`config.mk`:
```
export PLATFORM = sky130hd
export DESIGN_NAME = axi_read_arbiter
export DESIGN_NICKNAME = d
export VERILOG_FILES = /design/src/rtl/axi_read_arbiter.sv
export SDC_FILE = /design/constraint.sdc
export NUM_CORES = 1
export LEC_CHECK = 0
export CAP_MARGIN = 20
export CORE_AREA = 2 2 150 152
export DETAILED_ROUTE_END_ITERATION = 10
export DIE_AREA = 0 0 152 154
export PLACE_DENSITY_LB_ADDON = 0.1
export SYNTH_ARGS = -nofsm -noshare
export SYNTH_HDL_FRONTEND = slang
export SYNTH_SLANG_ARGS = --single-unit
export TNS_END_PERCENT = 5
```
`constraint.sdc`:
```
create_clock -name CLK -period 4.7 [get_ports CLK]
set_clock_uncertainty 0.2 [all_clocks]
set_input_delay 0.94 -clock CLK [delete_from_list [all_inputs] [get_ports CLK]]
set_output_delay 0.94 -clock CLK [all_outputs]
set_load 0.005 [all_outputs]
```
`src/rtl/axi_read_arbiter.sv`:
```
`default_nettype none
// ============================================================================
// Module   : axi_read_arbiter
// Purpose  : N-master AXI read-channel arbiter. Grants AR requests round-robin
//            into a single-entry output register, tags them with {MID, local
//            id}, tracks per-master outstanding reads against a credit limit,
//            and routes R beats back to their master by MID.
// Revision : 1.0 - initial release
// ============================================================================
module axi_read_arbiter #(
   parameter int NUM_MASTERS = 4,
   parameter int ADDR_W      = 32,
   parameter int DATA_W      = 64,
   parameter int LID_W       = 2,
   parameter int MAX_OUTST   = 4,
   localparam int MID_W      = $clog2(NUM_MASTERS),
   localparam int GID_W      = MID_W + LID_W,
   localparam int CNT_W      = $clog2(MAX_OUTST + 1)
) (
   input  logic                          CLK,
   input  logic                          RST,
   // upstream AR
   input  logic [NUM_MASTERS-1:0]        m_arvalid,
   output logic [NUM_MASTERS-1:0]        m_arready,
   input  logic [NUM_MASTERS*ADDR_W-1:0] m_araddr,
   input  logic [NUM_MASTERS*LID_W-1:0]  m_arid,
   input  logic [NUM_MASTERS*4-1:0]      m_arlen,
   input  logic [NUM_MASTERS*3-1:0]      m_arsize,
   input  logic [NUM_MASTERS*2-1:0]      m_arburst,
   // upstream R
   output logic [NUM_MASTERS-1:0]        m_rvalid,
   input  logic [NUM_MASTERS-1:0]        m_rready,
   output logic [DATA_W-1:0]             m_rdata,
   output logic [LID_W-1:0]              m_rid,
   output logic [1:0]                    m_rresp,
   output logic                          m_rlast,
   // downstream AR
   output logic                          s_arvalid,
   input  logic                          s_arready,
   output logic [ADDR_W-1:0]             s_araddr,
   output logic [GID_W-1:0]              s_arid,
   output logic [3:0]                    s_arlen,
   output logic [2:0]                    s_arsize,
   output logic [1:0]                    s_arburst,
   // downstream R
   input  logic                          s_rvalid,
   output logic                          s_rready,
   input  logic [DATA_W-1:0]             s_rdata,
   input  logic [GID_W-1:0]              s_rid,
   input  logic [1:0]                    s_rresp,
   input  logic                          s_rlast,
   // debug / status
   output logic [NUM_MASTERS*CNT_W-1:0]  outst_cnt,
   output logic                          err_bad_mid
);

   typedef enum logic {AR_EMPTY = 1'b0, AR_FULL = 1'b1} ar_state_t;

   ar_state_t                ar_state;
   ar_state_t                ar_state_next;
   logic [MID_W-1:0]         rr_ptr;
   logic [NUM_MASTERS-1:0]   eligible;
   logic [NUM_MASTERS-1:0]   rlast_hs;
   logic                     found;
   logic [MID_W-1:0]         winner;
   logic [MID_W-1:0]         scan_idx;
   logic                     drain;
   logic                     can_load;
   logic                     grant;
   logic [ADDR_W-1:0]        sel_addr;
   logic [LID_W-1:0]         sel_lid;
   logic [3:0]               sel_len;
   logic [2:0]               sel_size;
   logic [1:0]               sel_burst;
   logic [MID_W-1:0]         r_mid;
   logic                     bad_mid;

   assign s_arvalid = (ar_state == AR_FULL);
   assign drain     = (ar_state == AR_FULL) && s_arready;
   assign can_load  = (ar_state == AR_EMPTY) || drain;
   // No grant is visible while reset is held, even though m_arready is combinational.
   assign grant     = can_load && found && !RST;

   // Round-robin search: first eligible master at or after rr_ptr, wrapping.
   always_comb begin
      found    = 1'b0;
      winner   = '0;
      scan_idx = '0;
      for (int k = 0; k < NUM_MASTERS; k++) begin
         scan_idx = MID_W'((int'(rr_ptr) + k) % NUM_MASTERS);
         if (!found && eligible[scan_idx]) begin
            found  = 1'b1;
            winner = scan_idx;
         end
      end
   end

   // Select the winning master's AR payload.
   always_comb begin
      sel_addr  = '0;
      sel_lid   = '0;
      sel_len   = '0;
      sel_size  = '0;
      sel_burst = '0;
      for (int i = 0; i < NUM_MASTERS; i++) begin
         if (winner == MID_W'(i)) begin
            sel_addr  = m_araddr[i*ADDR_W +: ADDR_W];
            sel_lid   = m_arid[i*LID_W +: LID_W];
            sel_len   = m_arlen[i*4 +: 4];
            sel_size  = m_arsize[i*3 +: 3];
            sel_burst = m_arburst[i*2 +: 2];
         end
      end
   end

   // AR output register state.
   always_ff @(posedge CLK or posedge RST) begin
      if (RST) ar_state <= AR_EMPTY;
      else     ar_state <= ar_state_next;
   end

   // AR register next state: fill on grant, empty on drain unless refilled.
   always_comb begin
      ar_state_next = ar_state;
      case (ar_state)
         AR_EMPTY: if (grant)           ar_state_next = AR_FULL;
         AR_FULL:  if (drain && !grant) ar_state_next = AR_EMPTY;
         default:                       ar_state_next = AR_EMPTY;
      endcase
   end

   // AR payload capture; held stable until the register is drained.
   always_ff @(posedge CLK or posedge RST) begin
      if (RST) begin
         s_araddr  <= '0;
         s_arid    <= '0;
         s_arlen   <= '0;
         s_arsize  <= '0;
         s_arburst <= '0;
      end else if (grant) begin
         s_araddr  <= sel_addr;
         s_arid    <= {winner, sel_lid};
         s_arlen   <= sel_len;
         s_arsize  <= sel_size;
         s_arburst <= sel_burst;
      end
   end

   // Round-robin pointer moves past the winner on every grant.
   always_ff @(posedge CLK or posedge RST) begin
      if (RST)        rr_ptr <= '0;
      else if (grant) rr_ptr <= (winner == MID_W'(NUM_MASTERS - 1)) ? '0 : winner + 1'b1;
   end

   // R routing: MID field of the global id selects the master.
   assign r_mid   = s_rid[GID_W-1:LID_W];
   assign m_rid   = s_rid[LID_W-1:0];
   assign m_rdata = s_rdata;
   assign m_rresp = s_rresp;
   assign m_rlast = s_rlast;

   if ((1 << MID_W) > NUM_MASTERS) begin : g_mid_check
      assign bad_mid = (r_mid > MID_W'(NUM_MASTERS - 1));
   end else begin : g_mid_full
      assign bad_mid = 1'b0;
   end

   // Downstream ready follows the addressed master; unknown MIDs are sunk.
   always_comb begin
      s_rready = 1'b1;
      for (int i = 0; i < NUM_MASTERS; i++) begin
         if (r_mid == MID_W'(i)) s_rready = m_rready[i];
      end
   end

   // One pulse per beat dropped for carrying an unknown MID.
   always_ff @(posedge CLK or posedge RST) begin
      if (RST) err_bad_mid <= 1'b0;
      else     err_bad_mid <= s_rvalid && bad_mid;
   end

   for (genvar i = 0; i < NUM_MASTERS; i++) begin : g_master
      logic [CNT_W-1:0] cnt;
      logic             inc;
      logic             dec;

      assign eligible[i] = m_arvalid[i] && (cnt < CNT_W'(MAX_OUTST));
      assign inc         = grant && (winner == MID_W'(i));
      assign m_arready[i] = inc;
      assign m_rvalid[i] = s_rvalid && (r_mid == MID_W'(i));
      assign rlast_hs[i] = m_rvalid[i] && m_rready[i] && s_rlast;
      assign dec         = rlast_hs[i];
      assign outst_cnt[i*CNT_W +: CNT_W] = cnt;

      // Outstanding-read credit counter, saturating at both ends.
      always_ff @(posedge CLK or posedge RST) begin
         if (RST) begin
            cnt <= '0;
         end else if (inc && !dec) begin
            if (cnt < CNT_W'(MAX_OUTST)) cnt <= cnt + 1'b1;
         end else if (dec && !inc) begin
            if (cnt != '0) cnt <= cnt - 1'b1;
         end
      end
   end

endmodule
`default_nettype wire

```
==> metrics.txt <==
count of final setup violators=0; Fin. Hold Viols=0; first-pass GRT wire length=30300 µm; yosys warns=0; die height=154 µm; CP Max Fanout=4; worst hold-check path type=flop to flop; leak pwr=0.00307 µW; setup_tns=0 ns; max-cap violations=0; H-tree level count=3; Final Slew Violations=0; cell with the most instances after synthesis=a21oi_1; vias per cell=4.72; Storage cell area=1500 µm²; clk root buf=clkbuf_16; DRC viols=0; worst-case clock buffer depth=2; CTS buffer count=9; top_reg_cell synth=dfrtp_1; CTS tree=built; Sw Share=42.6%; mapped cell area=4970 µm²; area grow syn2layout=51.5%; Final period util=90.3%; initial antenna violation count=2; power share of the clock group=15.3%; gr usage total=16.5%; Yosys reg bits=60; via count=5101; placed cells=1063; internal power=2630 µW; synth unique cells=42; post-route core utilization=34.7%; nets@finish=1065; Req. time, crit path=3.56 ns; min cycle time layout=4.24 ns; first-iteration detailed-routing DRC count=192; floorplan row count=54; top post-synthesis cells by area=dfrtp_1 30%, a21oi_1 16%, buf_4 13%, a22oi_1 5.7%, o21ai_0 4.9%; vias in the first global route=5296; maximum vdd drop=0.000240 V; FFs w/ async S/R, synth=100%; fin worst setup slack=0.457 ns; Max-slew headroom=37.0%; Synth top cells by count=161 x a21oi_1, 83 x buf_4, 60 x dfrtp_1, 55 x inv_1, 49 x o21ai_0; Synth top area share=30.2%; post-synthesis sequential area ratio=30.2%; Total Power=4580 µW; later-pin clock latency in the skew report=0.33 ns; Core ar.=21700 µm²; WL final=20300 µm; RSZ-0062 raised after global routing=no; Setup Fix Bufs, Post-CTS=0; Routed WL per cell=18.8 µm; Multi-input gate area=2490 µm²; CP arrival=3.10 ns; Die Area=23400 µm²; Slew @ Worst Pin=0.943 ns; Chip Width=152 µm; post-synthesis cell count=639; Flop pwr share=21.9%; dpl hpwl=15400 µm; Starting Density=22.9%; status=completed; IO Port Bufs=254; Clock transition at path regs=0.05 ns; post-CTS sizing=0; # fillers=2251; largest net degree at the start of global routing=59; total grt overflow=0; share of layout cells above drive strength 1=7.13%; Post-CTS Hold Fix Bufs=0; Switch Pwr=1950 µW; cell taking the most area after synthesis=dfrtp_1; Combinational Power Share=62.8%; Crit. End Element=output port; DP Worst Slack=0.353 ns; syn_area_per_cell=7.77 µm²; num ports=392; Worst setup SP type=primary input; ANT nets after route=0; Layout Cells excl Fill=1080; critical path class=primary input to output port; clock sink count=60; syn_nets=910; Routability Congestion=0.811; pwr/cell area=609 nW/µm²; DR pass1 iterations=4; Post-synth EDFFs=0; Fmax=236 MHz
==> final timing paths <==
kind,startpoint,endpoint,slack [ns],cells past startpoint
worst max-delay path,m_arvalid[2],m_arready[0],0.46,8
worst min-delay path,s_araddr[17],s_araddr[17],0.32,2
worst max register to register,g_master[3].cnt[2],s_arid[1],1.27,11
worst min register to register,s_araddr[17],s_araddr[17],0.32,2
max in group asynchronous,RST,s_arid[1],2.39,3
min in group asynchronous,RST,s_arvalid,1.08,2
==> power by group through the flow <==
stage	clock (µW)	sequential [µW]	combinational, µW
floorplan	0	983	1760
global placement	0	1000	2870
detailed placement	0	1010	2920
CTS	724	1010	2930
global route	746	1050	3210
finish	700	1000	2880
==> per-layer routing <==
layer / track usage, % / vias to the layer above / share of wire [%]
met2: 28.2 / 241 / 48
li1: - / 2464 / -
met4: 5.83 / 2 / 2.1
met5: 0 / - / 0.059
met1: 19.6 / 2358 / 42
met3: 5.05 / 36 / 7.4
==> cells by family (layout without fill, tap and decap cells) <==
logic type	count (synthesis)	count (layout)	synth area share [%]
DFF	60	60	30.2
buffers and inverters	180	340	20.8
adders and majority gates	16	16	4.03
xor gates and xnor gates	11	11	1.94
AOI/OAI and AO/OA	273	273	31.8
and+or+nand+nor	89	89	8.92
muxes	9	9	2.29
other	1	2	0.0755
==> sequential cells by signal, indices dropped and copies added, names as in the netlist <==
name          flops
s_arlen           4
s_arvalid         1
s_arsize          3
rr_ptr            2
s_araddr         32
s_arburst         2
g_master.cnt     12
s_arid            4
==> worst max-delay path, cell delays in order <==
cell and delay, ns:
clkdlybuf4s50_1 0.52, nor4bb_1 0.29, a21oi_1 0.07, o211ai_1 0.19
or2_2 0.22, ha_2 0.18, and3_1 0.14, clkdlybuf4s50_1 0.55
==> layout by cell type (no fill, tap or decap), drive strengths merged, types with 4 or more instances in the layout <==
master,synthesis,routed
a211o,5,5
a21oi,163,163
a221oi,5,5
a22oi,38,38
a31oi,5,5
and3,9,9
buf,100,15
clkbuf,25,13
clkdlybuf4s50,0,254
dfrtp,60,60
ha,16,16
inv,55,55
mux2,6,6
nand2,46,46
nand2b,6,6
nand4,6,6
nor2,7,7
nor2b,6,6
o21ai,49,49
o41ai,4,4
xnor2,7,7
xor2,4,4
==> final cells by class <==
cell class / instances / area share [%]
Clock buffer: 13 / 3.72
Sequential cell: 60 / 19.9
Multi-Input combinational cell: 399 / 33.1
Timing Repair Buffer: 269 / 35.3
Antenna cell: 1 / 0.0332
Clock inverter: 3 / 0.565
Inverter: 55 / 2.74
Tap cell: 280 / 4.65
==> through the flow <==
stage | instance area, µm² | hold WS [ns]
2_1_floorplan | 4970 | 0.310
3_3_place_gp | 7200 | 0.301
3_5_place_dp | 7200 | 0.314
4_1_cts | 7520 | 0.328
5_1_grt | 7530 | 0.344
6_report | 7530 | 0.318
No activity file was read; power rests on OpenSTA's default activity.
==> variant (same flow settings) <==
Set the parameter `ADDR_W` to 36 (it was 32).
--- a/src/rtl/axi_read_arbiter.sv
+++ b/src/rtl/axi_read_arbiter.sv
@@ -9,7 +9,7 @@
 // ============================================================================
 module axi_read_arbiter #(
    parameter int NUM_MASTERS = 4,
-   parameter int ADDR_W      = 32,
+   parameter int ADDR_W      = 36,
    parameter int DATA_W      = 64,
    parameter int LID_W       = 2,
    parameter int MAX_OUTST   = 4,
Ports: changed (resized m_araddr and s_araddr); port bits go from 392 to 412. The function was not compared with the original's and may differ.
==> variant against the original RTL <==
Final cell count up 0.28%. Sequential cell count up 4. Power up 15%. Largest cell class is now multi-input gates. Routed wire length down 3.2%. Register-to-register slack worse by 0.15 ns. Maximum frequency down 5.0%. Via count up 0.76%. Synthesized area up 11%. Setup slack worse by 0.22 ns. Design area up 9.4%.
==> variant: results (changes against the original RTL) <==
Layout
  • Biggest regs: s_araddr x36, g_master.cnt x12
  • N_diodes: 0 (-1)
  • NumNets Final: 1086 (+2.0%)
  • Fillers: 2175 (-3.4%)
  • Max FFs per register: 36 (+13%)
  • Share of layout cells above drive strength 1: 0.113 (+0.0420)

Power
  • Static leakage: 3.53 nW (+15%)
  • Overall power: 0.00527 W (+15%)
  • Sequential power: 0.00104 W (+4%)
  • Switching Power: 0.00207 W (+5.7%)
  • Clock power share: 0.137 (-0.016)
  • Peak VDD IR: 0.392 mV (+63%)

Critical path
  • WP data arrival: 3.33 ns (+0.23 ns)
  • CP Max Fanout: 4 (unchanged)
  • Critical R2R Capture: g_master[3].cnt[2]
  • Reg-to-Reg Start: g_master[1].cnt[2]
  • CP max stage delay: 0.52 ns (-0.03 ns)
  • Reg2Reg Depth: 12 (+1)
  • Reg-to-reg slack, setup: 1.12 ns (-0.15 ns)
  • Slowest stage cell, crit path: clkdlybuf4s50_1
  • CP endpoint: m_arready[3]
  • Worst setup startpoint: m_arvalid[1]

Global routing
  • Gr usage total: 0.161 (-0.00375)
  • Vias in the first global route: 5386 (+1.7%)
  • Initial antenna violation count: 0 (-2)
  • Largest net degree at the start of global routing: 56 (-5.1%)
  • First-pass GRT wire length: 30500 um (+0.68%)

Worst hold path
  • Hold Startpoint: s_arlen[0]
  • Hold Path Class: register to register
  • Hold path endpoint: s_arlen[0]
  • Hold depth: 1 (-1)

Clocking
  • Max H-tree Level: 3 (unchanged)

Detailed routing
  • TritonRoute pass-1 iters: 4 (unchanged)
  • Routed WL: 19600 um (-3.2%)
  • DR vias/cell: 4.75 (+0.49%)
  • Iteration-0 DRC Markers: 223 (+16%)

Placed design
  • Port Buf Inserts: 274 (+7.9%)
  • GPL Wtd Cong: 0.826 (+1.8%)
  • Final HPWL DP: 14700 um (-4.1%)

Timing
  • Relative slew slack: 0.457 (+0.0872)

Synthesis
  • Commonest cells post-synth: a21oi_1 (89), buf_4 (74), dfrtp_1 (64), o21ai_0 (56)
  • Seq/Total Area, Yosys: 0.291 (-0.0113)
  • Synth top area cells: dfrtp_1 (29%), mux2_4 (13%), buf_4 (10%)
  • Yosys Warn Count: 0 (unchanged)
  • Syn_nets: 909 (-0.11%)
  • Unique masters post-synth: 46 (+9.5%)

Outcome
  • Status: completed
[variant: changes by cell type in the layout (fill, tap and decap cells not counted), moves of 6 or more]
cell             unedited run  this run
a21oi_1                   161        89
a22o_1                      0        42
a22oi_1                    38         0
buf_4                      15         9
clkdlybuf4s50_1           254       274
mux2_4                      1        48
nand2_1                    46        52
nor2b_1                     5        11
o21ai_0                    49        56
[variant: layout make-up]
| type | instances | area share |
|---|---|---|
| Multi-Input combinational cell | 387 | 0.354 |
| Timing Repair Buffer | 285 | 0.346 |
| Sequential cell | 64 | 0.195 |
| Tap cell | 280 | 0.0426 |
| Clock buffer | 12 | 0.0312 |
| Inverter | 52 | 0.0237 |
| Clock inverter | 3 | 0.00790 |
[variant: logic make-up after synthesis]
family | count (synthesis) | share of synthesized area
other | 1 | 0.000681
AOI/OAI and AO/OA | 210 | 0.236
adders and majority gates | 16 | 0.0364
xor gates and xnor gates | 9 | 0.0143
DFF | 64 | 0.291
buffers and inverters | 171 | 0.187
muxes | 54 | 0.145
and+or+nand+nor | 97 | 0.0891
[variant: stage by stage]
step	std cells	util	hold WS (ns)	instance area, um^2	setup WS (ns)
4_1_cts	1083	0.380	0.308	8230	0.229
5_1_grt	1083	0.380	0.315	8230	0.131
6_report	1083	0.380	0.305	8230	0.234
3_5_place_dp	1068	0.365	0.292	7910	0.201
2_1_floorplan	622	-	0.305	5500	0.883
3_3_place_gp	1068	0.365	0.292	7910	0.320
[variant: critical path: cells and delay by family]
kind	cells	cell delay, ns
compound gates	2	0.50
buf+inv	2	0.98
fa+ha+maj	1	0.19
simple gates	3	0.72
[variant: layer usage]
layer / GRT usage / share of wire
met5: 0 / 0
met4: 0.0418 / 0.015
met3: 0.0541 / 0.088
met2: 0.259 / 0.46
met1: 0.209 / 0.44
